File: src/rtl/dac_spi_tx_pkg.sv
// Shared types and constants for the DAC SPI transmitter.
//   state_e    : transmitter FSM states
//   CMD_NORMAL : two command bits that open each frame (normal operation)
//   OFFSET_XOR : mask that turns a 12-bit two's complement sample into offset binary
package dac_spi_tx_pkg;

  typedef enum logic [2:0] {
    IDLE,
    SETUP,
    SHIFT,
    HOLD,
    GAP
  } state_e;

  localparam logic [1:0]  CMD_NORMAL = 2'b00;
  localparam logic [11:0] OFFSET_XOR = 12'h800;

endpackage

File: src/rtl/dac_spi_tx_if.sv
// Sample input and DAC pin bundle of the DAC SPI transmitter.
//   master : sample source side (drives en/f_s/din, observes pins and status)
//   slave  : transmitter side
//   en, f_s, din          : sample enable, sample strobe, signed sample
//   dac_sclk/cs_n/mosi    : SPI pins to the DAC
//   busy, frame_done, overrun : status
interface dac_spi_tx_if #(
  parameter int DATA_W = 12
);
  logic              en;
  logic              f_s;
  logic [DATA_W-1:0] din;
  logic              dac_sclk;
  logic              dac_cs_n;
  logic              dac_mosi;
  logic              busy;
  logic              frame_done;
  logic              overrun;

  modport master (
    output en, f_s, din,
    input  dac_sclk, dac_cs_n, dac_mosi, busy, frame_done, overrun
  );

  modport slave (
    input  en, f_s, din,
    output dac_sclk, dac_cs_n, dac_mosi, busy, frame_done, overrun
  );
endinterface

File: src/rtl/dac_spi_tx_sample_fifo.sv
// Synchronous sample FIFO, DATA_W x DEPTH, with show-ahead read.
//   clk, rst         : clock, asynchronous active-high reset (empties the FIFO)
//   push_i, din_i    : write request and data (caller must not push when full unless popping)
//   pop_i            : read request, dout_o is the head entry before the edge
//   full_o, empty_o  : occupancy flags
module dac_spi_tx_sample_fifo #(
  parameter int DATA_W = 12,
  parameter int DEPTH  = 4
) (
  input  logic              clk,
  input  logic              rst,
  input  logic              push_i,
  input  logic              pop_i,
  input  logic [DATA_W-1:0] din_i,
  output logic [DATA_W-1:0] dout_o,
  output logic              full_o,
  output logic              empty_o
);
  localparam int AW = $clog2(DEPTH);
  localparam logic [AW:0] PTR_ONE = 1;

  logic [DATA_W-1:0] mem_q [DEPTH];
  logic [AW:0]       wr_q, wr_d;
  logic [AW:0]       rd_q, rd_d;

  // Pointers carry one extra wrap bit so full and empty are distinguishable.
  always_comb begin
    wr_d = wr_q;
    rd_d = rd_q;
    if (push_i) wr_d = wr_q + PTR_ONE;
    if (pop_i)  rd_d = rd_q + PTR_ONE;
  end

  always_ff @(posedge clk or posedge rst) begin
    if (rst) begin
      wr_q <= '0;
      rd_q <= '0;
    end else begin
      wr_q <= wr_d;
      rd_q <= rd_d;
    end
  end

  // A push into a full FIFO with a simultaneous pop overwrites the slot being
  // popped, whose data has already been consumed this cycle.
  always_ff @(posedge clk) begin
    if (push_i) mem_q[wr_q[AW-1:0]] <= din_i;
  end

  assign dout_o  = mem_q[rd_q[AW-1:0]];
  assign empty_o = (wr_q == rd_q);
  assign full_o  = (wr_q[AW] != rd_q[AW]) && (wr_q[AW-1:0] == rd_q[AW-1:0]);

endmodule

File: src/rtl/dac_spi_tx.sv
// Serial transmitter from the filter-core output to a 12-bit SPI DAC.
// Buffers strobed samples, converts each to DAC code when popped and sends it
// as one {cmd, code, 2'b00} frame, MSB first, all pins registered.
//   clk, rst   : clock, asynchronous active-high reset
//   bus.en/f_s/din                  : sample input (push on en && f_s)
//   bus.dac_sclk/dac_cs_n/dac_mosi  : SPI pins, sclk idles high
//   bus.busy/frame_done/overrun     : status, overrun is sticky until rst
//
// state | meaning
// IDLE  | waiting for a buffered sample; pops and loads the shift register
// SETUP | cs_n low, sclk high, first bit on mosi for CLK_DIV cycles
// SHIFT | per bit: sclk low CLK_DIV cycles, then high CLK_DIV cycles
// HOLD  | cs_n low, sclk high for CLK_DIV cycles after the last bit
// GAP   | cs_n high for GAP_CYC cycles, frame_done in the first one
module dac_spi_tx
  import dac_spi_tx_pkg::*;
#(
  parameter int CLK_DIV    = 4,
  parameter int DATA_W     = 12,
  parameter int FRAME_W    = 16,
  parameter int FIFO_DEPTH = 4,
  parameter int GAP_CYC    = 2,
  parameter bit OFFSET_BIN = 1'b1
) (
  input logic         clk,
  input logic         rst,
  dac_spi_tx_if.slave bus
);
  localparam int CNT_MAX = (CLK_DIV > GAP_CYC) ? CLK_DIV : GAP_CYC;
  localparam int CNT_W   = $clog2(CNT_MAX + 1);
  localparam int BIT_W   = $clog2(FRAME_W);
  localparam logic [CNT_W-1:0] CNT_DIV = CNT_W'(CLK_DIV - 1);
  localparam logic [CNT_W-1:0] CNT_GAP = CNT_W'(GAP_CYC - 1);
  localparam logic [CNT_W-1:0] CNT_ONE = 1;
  localparam logic [BIT_W-1:0] BIT_ONE = 1;
  localparam logic [BIT_W-1:0] BIT_LST = BIT_W'(FRAME_W - 1);

  state_e              state_q, state_d;
  logic [CNT_W-1:0]    cnt_q, cnt_d;
  logic [BIT_W-1:0]    bit_q, bit_d;
  logic                phase_q, phase_d;    // 0: sclk low half, 1: sclk high half
  logic [FRAME_W-1:0]  shreg_q, shreg_d;
  logic                cs_n_q, sclk_q, mosi_q, busy_q, frame_done_q, overrun_q;
  logic                cs_n_d, sclk_d, mosi_d;

  logic                push_req, push, pop, drop, tc;
  logic                fifo_full, fifo_empty;
  logic [DATA_W-1:0]   fifo_dout;
  logic [DATA_W-1:0]   code;
  logic [FRAME_W-1:0]  frame;

  assign push_req = bus.en && bus.f_s;
  assign push     = push_req && (!fifo_full || pop);
  assign drop     = push_req && fifo_full && !pop;

  dac_spi_tx_sample_fifo #(
    .DATA_W (DATA_W),
    .DEPTH  (FIFO_DEPTH)
  ) u_fifo (
    .clk     (clk),
    .rst     (rst),
    .push_i  (push),
    .pop_i   (pop),
    .din_i   (bus.din),
    .dout_o  (fifo_dout),
    .full_o  (fifo_full),
    .empty_o (fifo_empty)
  );

  assign code  = OFFSET_BIN ? (fifo_dout ^ OFFSET_XOR) : fifo_dout;
  assign frame = FRAME_W'({CMD_NORMAL, code, 2'b00});
  assign tc    = (cnt_q == '0);

  always_comb begin
    state_d = state_q;
    cnt_d   = cnt_q;
    bit_d   = bit_q;
    phase_d = phase_q;
    shreg_d = shreg_q;
    pop     = 1'b0;
    case (state_q)
      IDLE: begin
        if (!fifo_empty) begin
          pop     = 1'b1;
          shreg_d = frame;
          cnt_d   = CNT_DIV;
          state_d = SETUP;
        end
      end
      SETUP: begin
        if (tc) begin
          state_d = SHIFT;
          phase_d = 1'b0;
          bit_d   = '0;
          cnt_d   = CNT_DIV;
        end else begin
          cnt_d = cnt_q - CNT_ONE;
        end
      end
      SHIFT: begin
        if (!tc) begin
          cnt_d = cnt_q - CNT_ONE;
        end else if (!phase_q) begin
          // sclk rises: the DAC has taken this bit, present the next one
          phase_d = 1'b1;
          shreg_d = {shreg_q[FRAME_W-2:0], 1'b0};
          cnt_d   = CNT_DIV;
        end else if (bit_q == BIT_LST) begin
          state_d = HOLD;
          cnt_d   = CNT_DIV;
        end else begin
          phase_d = 1'b0;
          bit_d   = bit_q + BIT_ONE;
          cnt_d   = CNT_DIV;
        end
      end
      HOLD: begin
        if (tc) begin
          state_d = GAP;
          cnt_d   = CNT_GAP;
        end else begin
          cnt_d = cnt_q - CNT_ONE;
        end
      end
      GAP: begin
        if (tc) state_d = IDLE;
        else    cnt_d   = cnt_q - CNT_ONE;
      end
      default: state_d = IDLE;
    endcase

    // Pins are registered from the next state so they line up with it.
    cs_n_d = (state_d == IDLE) || (state_d == GAP);
    sclk_d = !((state_d == SHIFT) && !phase_d);
    mosi_d = cs_n_d ? 1'b0 : shreg_d[FRAME_W-1];
  end

  always_ff @(posedge clk or posedge rst) begin
    if (rst) begin
      state_q      <= IDLE;
      cnt_q        <= '0;
      bit_q        <= '0;
      phase_q      <= 1'b0;
      shreg_q      <= '0;
      cs_n_q       <= 1'b1;
      sclk_q       <= 1'b1;
      mosi_q       <= 1'b0;
      busy_q       <= 1'b0;
      frame_done_q <= 1'b0;
      overrun_q    <= 1'b0;
    end else begin
      state_q      <= state_d;
      cnt_q        <= cnt_d;
      bit_q        <= bit_d;
      phase_q      <= phase_d;
      shreg_q      <= shreg_d;
      cs_n_q       <= cs_n_d;
      sclk_q       <= sclk_d;
      mosi_q       <= mosi_d;
      // Staying in IDLE implies no pop, so the FIFO is non-empty next cycle
      // exactly when it is non-empty now or a push lands.
      busy_q       <= (state_d != IDLE) || !fifo_empty || push;
      frame_done_q <= (state_q == HOLD) && (state_d == GAP);
      overrun_q    <= overrun_q | drop;
    end
  end

  assign bus.dac_cs_n   = cs_n_q;
  assign bus.dac_sclk   = sclk_q;
  assign bus.dac_mosi   = mosi_q;
  assign bus.busy       = busy_q;
  assign bus.frame_done = frame_done_q;
  assign bus.overrun    = overrun_q;

endmodule

File: src/flat_wrapper.sv
// flat-port wrapper written by rule: the top's interface ports become plain ports
module dac_spi_tx_flat import dac_spi_tx_pkg::*;
#(
  parameter int CLK_DIV    = 4,
  parameter int DATA_W     = 12,
  parameter int FRAME_W    = 16,
  parameter int FIFO_DEPTH = 4,
  parameter int GAP_CYC    = 2,
  parameter bit OFFSET_BIN = 1'b1
)
  (clk, rst, bus_en, bus_f_s, bus_din, bus_dac_sclk, bus_dac_cs_n, bus_dac_mosi, bus_busy, bus_frame_done, bus_overrun);
  dac_spi_tx_if #(.DATA_W(DATA_W)) bus_i ();
  input logic clk;
  input logic rst;
  input wire logic [$bits(bus_i.en)-1:0] bus_en;
  input wire logic [$bits(bus_i.f_s)-1:0] bus_f_s;
  input wire logic [$bits(bus_i.din)-1:0] bus_din;
  output wire logic [$bits(bus_i.dac_sclk)-1:0] bus_dac_sclk;
  output wire logic [$bits(bus_i.dac_cs_n)-1:0] bus_dac_cs_n;
  output wire logic [$bits(bus_i.dac_mosi)-1:0] bus_dac_mosi;
  output wire logic [$bits(bus_i.busy)-1:0] bus_busy;
  output wire logic [$bits(bus_i.frame_done)-1:0] bus_frame_done;
  output wire logic [$bits(bus_i.overrun)-1:0] bus_overrun;
  assign bus_i.en = bus_en;
  assign bus_i.f_s = bus_f_s;
  assign bus_i.din = bus_din;
  assign bus_dac_sclk = bus_i.dac_sclk;
  assign bus_dac_cs_n = bus_i.dac_cs_n;
  assign bus_dac_mosi = bus_i.dac_mosi;
  assign bus_busy = bus_i.busy;
  assign bus_frame_done = bus_i.frame_done;
  assign bus_overrun = bus_i.overrun;
  dac_spi_tx #(.CLK_DIV(CLK_DIV), .DATA_W(DATA_W), .FRAME_W(FRAME_W), .FIFO_DEPTH(FIFO_DEPTH), .GAP_CYC(GAP_CYC), .OFFSET_BIN(OFFSET_BIN)) u_core (.clk(clk), .rst(rst), .bus(bus_i));
endmodule
File: config.mk
export PLATFORM = sky130hd
export DESIGN_NAME = dac_spi_tx_flat
export DESIGN_NICKNAME = d
export VERILOG_FILES = /design/src/rtl/dac_spi_tx_pkg.sv /design/src/rtl/dac_spi_tx_if.sv /design/src/rtl/dac_spi_tx_sample_fifo.sv /design/src/rtl/dac_spi_tx.sv /design/src/flat_wrapper.sv
export SDC_FILE = /design/constraint.sdc
export NUM_CORES = 1
export LEC_CHECK = 0
export ABC_AREA = 1
export BUFFER_PORTS_ARGS = -buffer_cell sky130_fd_sc_hd__clkbuf_2
export CAP_MARGIN = 20
export CORE_ASPECT_RATIO = 2
export CORE_MARGIN = 3
export CORE_UTILIZATION = 45
export CTS_CLUSTER_SIZE = 25
export DETAILED_ROUTE_END_ITERATION = 8
export GPL_ROUTABILITY_DRIVEN = 0
export PLACE_DENSITY_LB_ADDON = 0.1
export SLEW_MARGIN = 20
export SYNTH_ARGS = -nofsm -noshare
export SYNTH_HDL_FRONTEND = slang
export SYNTH_SLANG_ARGS = --single-unit
File: constraint.sdc
create_clock -name clk -period 5.7 [get_ports clk]
set_input_delay 0.855 -clock clk [delete_from_list [all_inputs] [get_ports clk]]
set_output_delay 0.855 -clock clk [all_outputs]
set_load 0.005 [all_outputs]
==> run metrics, run 1 <==
status completed; reg-to-reg setup timing slack 3050 ps; drt initial violations 145; Synth area leaders edfxtp_1 37%, dfrtp_1 23%, nand2_1 5.9%, nand3_1 4.6%, nor2_1 4.4%; cell taking the most area after synthesis edfxtp_1; Distinct cells, synth 34; setup violators final 0; Root Driver clkbuf_16; type of origin of the critical path flop; cell area after layout 4330 um^2; DRC viols 0; CTS tree done; max-cap viol count 0; Crit path required time 5660 ps; area delta synth->final 11.4%; Initial Util 0.466; R2R Path End u_core.u_fifo.mem_q[1][4]$_DFFE_PP_; syn nets 389; clk slew on worst S/H paths 60 ps; Port Buffer Count 21; diode count 0; Rows 47; Hold EP u_core.bus.overrun$_DFF_PP0_; placed instance area 4040 um^2; Pins Over Slew Limit 0; largest net degree at the start of global routing 39; final std cells w/o fill 488; dpl cells 473; Max clock buf depth 2; Lkg Pwr 1.83 nW; Fin Hold WS 472 ps; post-CTS sizing 0; Die Area 9860 um^2; Final Hold Viols 0; most common cell after layout, fill and taps aside nand2_1; Hold Path Stages 1; commonest cells after routing, fill and taps aside 61 x nand2_1, 48 x edfxtp_1, 44 x nor2_1, 36 x nand3_1, 36 x dfrtp_1; ys flop type edfxtp_1; H-tree depth 3; nets 410; mean post-synth cell area 10.7 um^2; WL/cell 15.1 um; TritonRoute pass-1 iters 4; skew final 5.01 ps; maximum vdd drop 0.000243 V; Multi-input gate area 1280 um^2; final period utilization 0.465; vias in the first global route 2,559; ANT nets after route 0; DR vias/cell 5.09; arrival time at the worst endpoint 2600 ps; Post CTS Setup Buffer Count 0; Least-Margin Pin Slew 960 ps; pre-CTS setup slack 2930 ps; Ys Warns 0; worst skew pair latency 330 ps; RSZ-0062 raised after global routing false; area of the mapped netlist 3890 um^2; via count 2,486; core area 8350 um^2; # fillers 766; worst min-delay path class flop to flop; synthesized instance count 365; fmax 0.378 GHz; path type of the worst setup path flop to flop; first-pass GRT wire length 12,200 um; Async SR Flop Fraction 0.442; cells on worst reg2reg path 7; Synth top area share 0.371; number of synthesized flops with an enable pin 48; Routed Wire Length 7350 um; dpl hpwl 5480 um; die height 137 um; gr usage total 0.165; Pwr Density 334 nW/um^2; initial antenna violation count 0; sequential area share after synthesis 0.616; min-delay src u_core.bus.overrun$_DFF_PP0_; Tmin final 2650 ps; Worst slew margin 0.358; share of cells above drive strength 1 0.192; CTS Buf Count 9; Die W 71.7 um; clock tree sinks 86; I/O Pins 22; CP Capture Type flop; Worst Path Max Fanout 27; Synth Register Bits 86; slack of the critical path 3050 ps; r2r startpoint u_core.u_fifo.rd_q[0]$_DFFE_PP0P_; gr ovfl total 0; # hold bufs at CTS 0; Register Area 2390 um^2; Fin Setup TNS 0 ps; Final Util 0.519; total power 1.45 mW
metal layers:
metal,routed length [um],global-route usage,vias up
met2,4250,0.301,31
met5,0,0,-
met3,161,0.0373,10
met1,2790,0.175,1177
li1,-,-,1268
met4,146,0.0795,0
critical path, cell delays in order (launching register included):
cell and delay [ps]:
dfrtp_1 680, inv_4 350, nand2_2 80, nand2_2 120, nor2_8 50, nand2_1 120, nand2_4 110, nor2_1 740
cell usage after synthesis (3+ instances only):
cell	count
inv_4	3
nor2_1	46
ha_1	8
o21ai_0	34
buf_6	4
clkbuf_1	5
xnor2_1	3
edfxtp_1	48
nor2_2	3
nand2_4	6
dfrtp_1	36
nand3_1	36
inv_1	23
xor2_1	3
inv_2	7
a21oi_2	3
o22ai_1	11
nand4_1	3
nand2_2	4
nand2_1	61
sequential cells by signal (all words and copies together) (netlist names):
signal and flops:
u_core.bus.frame_done 1, u_core.phase_q 1, u_core.bus.dac_cs_n 1, u_core.bit_q 4
u_core.bus.dac_sclk 1, u_core.u_fifo.rd_q 3, u_core.bus.overrun 1, u_core.state_q 3
u_core.cnt_q 3, u_core.bus.dac_mosi 1, u_core.shreg_q 15, u_core.bus.busy 1
u_core.u_fifo.wr_q 3, u_core.u_fifo.mem_q 48
power by group:
group	internal, mW	switching (mW)	total, mW
sequential	0.711	0.0252	0.736
combinational	0.0517	0.0979	0.150
clock	0.336	0.226	0.562
how the worst max path moves through the flow:
stage	from	end	slack (ps)	depth (start not counted)
global route	u_core.u_fifo.rd_q[0]$_DFFE_PP0P_	u_core.u_fifo.mem_q[0][4]$_DFFE_PP_	2760	7
finish	u_core.u_fifo.rd_q[0]$_DFFE_PP0P_	u_core.u_fifo.mem_q[1][4]$_DFFE_PP_	3050	7
detailed placement	u_core.u_fifo.rd_q[0]$_DFFE_PP0P_	u_core.u_fifo.mem_q[2][4]$_DFFE_PP_	2930	7
floorplan	bus_en	u_core.u_fifo.mem_q[0][0]$_DFFE_PP_	3700	4
global placement	u_core.u_fifo.rd_q[0]$_DFFE_PP0P_	u_core.u_fifo.mem_q[3][3]$_DFFE_PP_	3030	7
CTS	u_core.u_fifo.rd_q[0]$_DFFE_PP0P_	u_core.u_fifo.mem_q[2][4]$_DFFE_PP_	2930	7
cell families (layout without fill, tap and decap cells):
kind of cell / Yosys count / after routing / share of synthesized area
xor gates and xnor gates: 7 / 7 / 0.0177
and+or+nand+nor: 166 / 166 / 0.209
AOI/OAI and AO/OA: 53 / 53 / 0.0763
DFF: 86 / 86 / 0.616
adders and majority gates: 8 / 8 / 0.0257
buffers and inverters: 45 / 70 / 0.0553
layout make-up:
cell class / count / area share
Clock buffer: 9 / 0.0520
Timing Repair Buffer: 22 / 0.0260
Tap cell: 98 / 0.0283
Sequential cell: 86 / 0.553
Inverter: 33 / 0.0303
Clock inverter: 6 / 0.0144
Multi-Input combinational cell: 234 / 0.296
(Power assumes the default switching activity.)
==> run 2: changes to the inputs <==
clock period = 2.3 ns   (was 5.7 ns; I/O delays follow)
==> run metrics, run 2 (synthesis gave the netlist of run 1 again) <==
die height 137 um; status completed; Routed Wire Length 7400 um; gr ovfl total 0; placed instance area 4090 um^2; initial antenna violation count 0; CP Capture Type flop; dpl hpwl 5600 um; worst min-delay path class input pin to asynchronous set/reset pin; maximum vdd drop 0.000708 V; Max clock buf depth 2; first-pass GRT wire length 12,600 um; TritonRoute pass-1 iters 4; drt initial violations 94; Rows 47; Die W 71.7 um; Pins Over Slew Limit 0; arrival time at the worst endpoint 1950 ps; Port Buffer Count 21; skew final 6.48 ps; cell area after layout 4390 um^2; DRC viols 0; WL/cell 14.9 um; RSZ-0062 raised after global routing false; CTS tree done; Crit path required time 2330 ps; share of cells above drive strength 1 0.196; Pwr Density 831 nW/um^2; Post CTS Setup Buffer Count 0; fmax 0.522 GHz; Worst Path Max Fanout 15; DR vias/cell 5.07; H-tree depth 3; CP Launch Point u_core.u_fifo.rd_q[1]$_DFFE_PP0P_; largest net degree at the start of global routing 39; final period utilization 0.832; max FFs per register 48; ANT nets after route 0; Tmin final 1910 ps; CTS Buf Count 9; Lkg Pwr 1.86 nW; r2r startpoint u_core.u_fifo.rd_q[1]$_DFFE_PP0P_; Final Util 0.526; worst skew pair latency 330 ps; max-cap viol count 0; type of origin of the critical path flop; setup violators final 0; commonest cells after routing, fill and taps aside 61 x nand2_1, 48 x edfxtp_1, 46 x nor2_1, 36 x nand3_1, 36 x dfrtp_1; gr usage total 0.170; I/O Pins 22; clock tree sinks 86; Die Area 9860 um^2; vias in the first global route 2,586; diode count 0; clk slew on worst S/H paths 60 ps; via count 2,508; Least-Margin Pin Slew 539 ps; Fin Hold WS 94.5 ps; core area 8350 um^2; nets 416; post-CTS sizing 0; Fin Setup TNS 0 ps; Worst slew margin 0.640; area delta synth->final 12.9%; Root Driver clkbuf_16; most common cell after layout, fill and taps aside nand2_1; path type of the worst setup path flop to flop; total power 3.65 mW; # hold bufs at CTS 0; Initial Util 0.466; Final Hold Viols 0
## run 2: through the flow
| stage | worst slack (ps) | instances |
|---|---|---|
| final | 386 | 495 |
| after global routing | 226 | 495 |
| after CTS | 374 | 495 |
| after detailed placement | 396 | 479 |
| after global placement | 464 | 479 |
| after floorplan | 371 | 365 |
## run 2: area by class of cell
type	count	area (um^2)
inverters	33	131
multi-input cells	234	1280
clock buffers	13	260
flip-flops and latches	86	2390
fillers	757	3960
clock inverters	3	45.0
repair buffers	28	158
well taps	98	123
## run 2: path summary, 6_finish.rpt
check | endpoint | slack [ps] | cells past startpoint
setup / recovery | u_core.u_fifo.mem_q[1][3]$_DFFE_PP_ | 390 | 8
hold / removal | u_core.shreg_q[3]$_DFFE_PP0P_ | 90 | 3
setup reg to reg | u_core.u_fifo.mem_q[1][3]$_DFFE_PP_ | 390 | 8
hold reg to reg | u_core.bus.overrun$_DFF_PP0_ | 480 | 1
max in group asynchronous | u_core.bus.dac_sclk$_DFF_PP1_ | 1830 | 3
min in group clk | u_core.u_fifo.mem_q[1][7]$_DFFE_PP_ | 240 | 1
## run 2: worst max-delay path, cell delays in order (launching register included)
cell     delay, ps
dfrtp_1        530
inv_2          260
nand2_2         90
nand2_4         90
nor2_8          50
nand2_1        120
nand2_4        110
nor2_1         140
buf_4          220
## run 2: routing by layer
layer	vias up	track usage	wire, um
met1	1171	0.180	2710
li1	1279	-	-
met4	0	0.109	328
met5	-	0	0
met2	38	0.302	4140
met3	20	0.0321	217
## run 2: report_power, final
part,internal [mW],leakage (nW),total (mW),switching [mW]
combinational,0.139,0.831,0.385,0.246
sequential,1.76,0.888,1.82,0.0601
clock,0.900,0.142,1.44,0.544
total,2.80,1.86,3.65,0.850
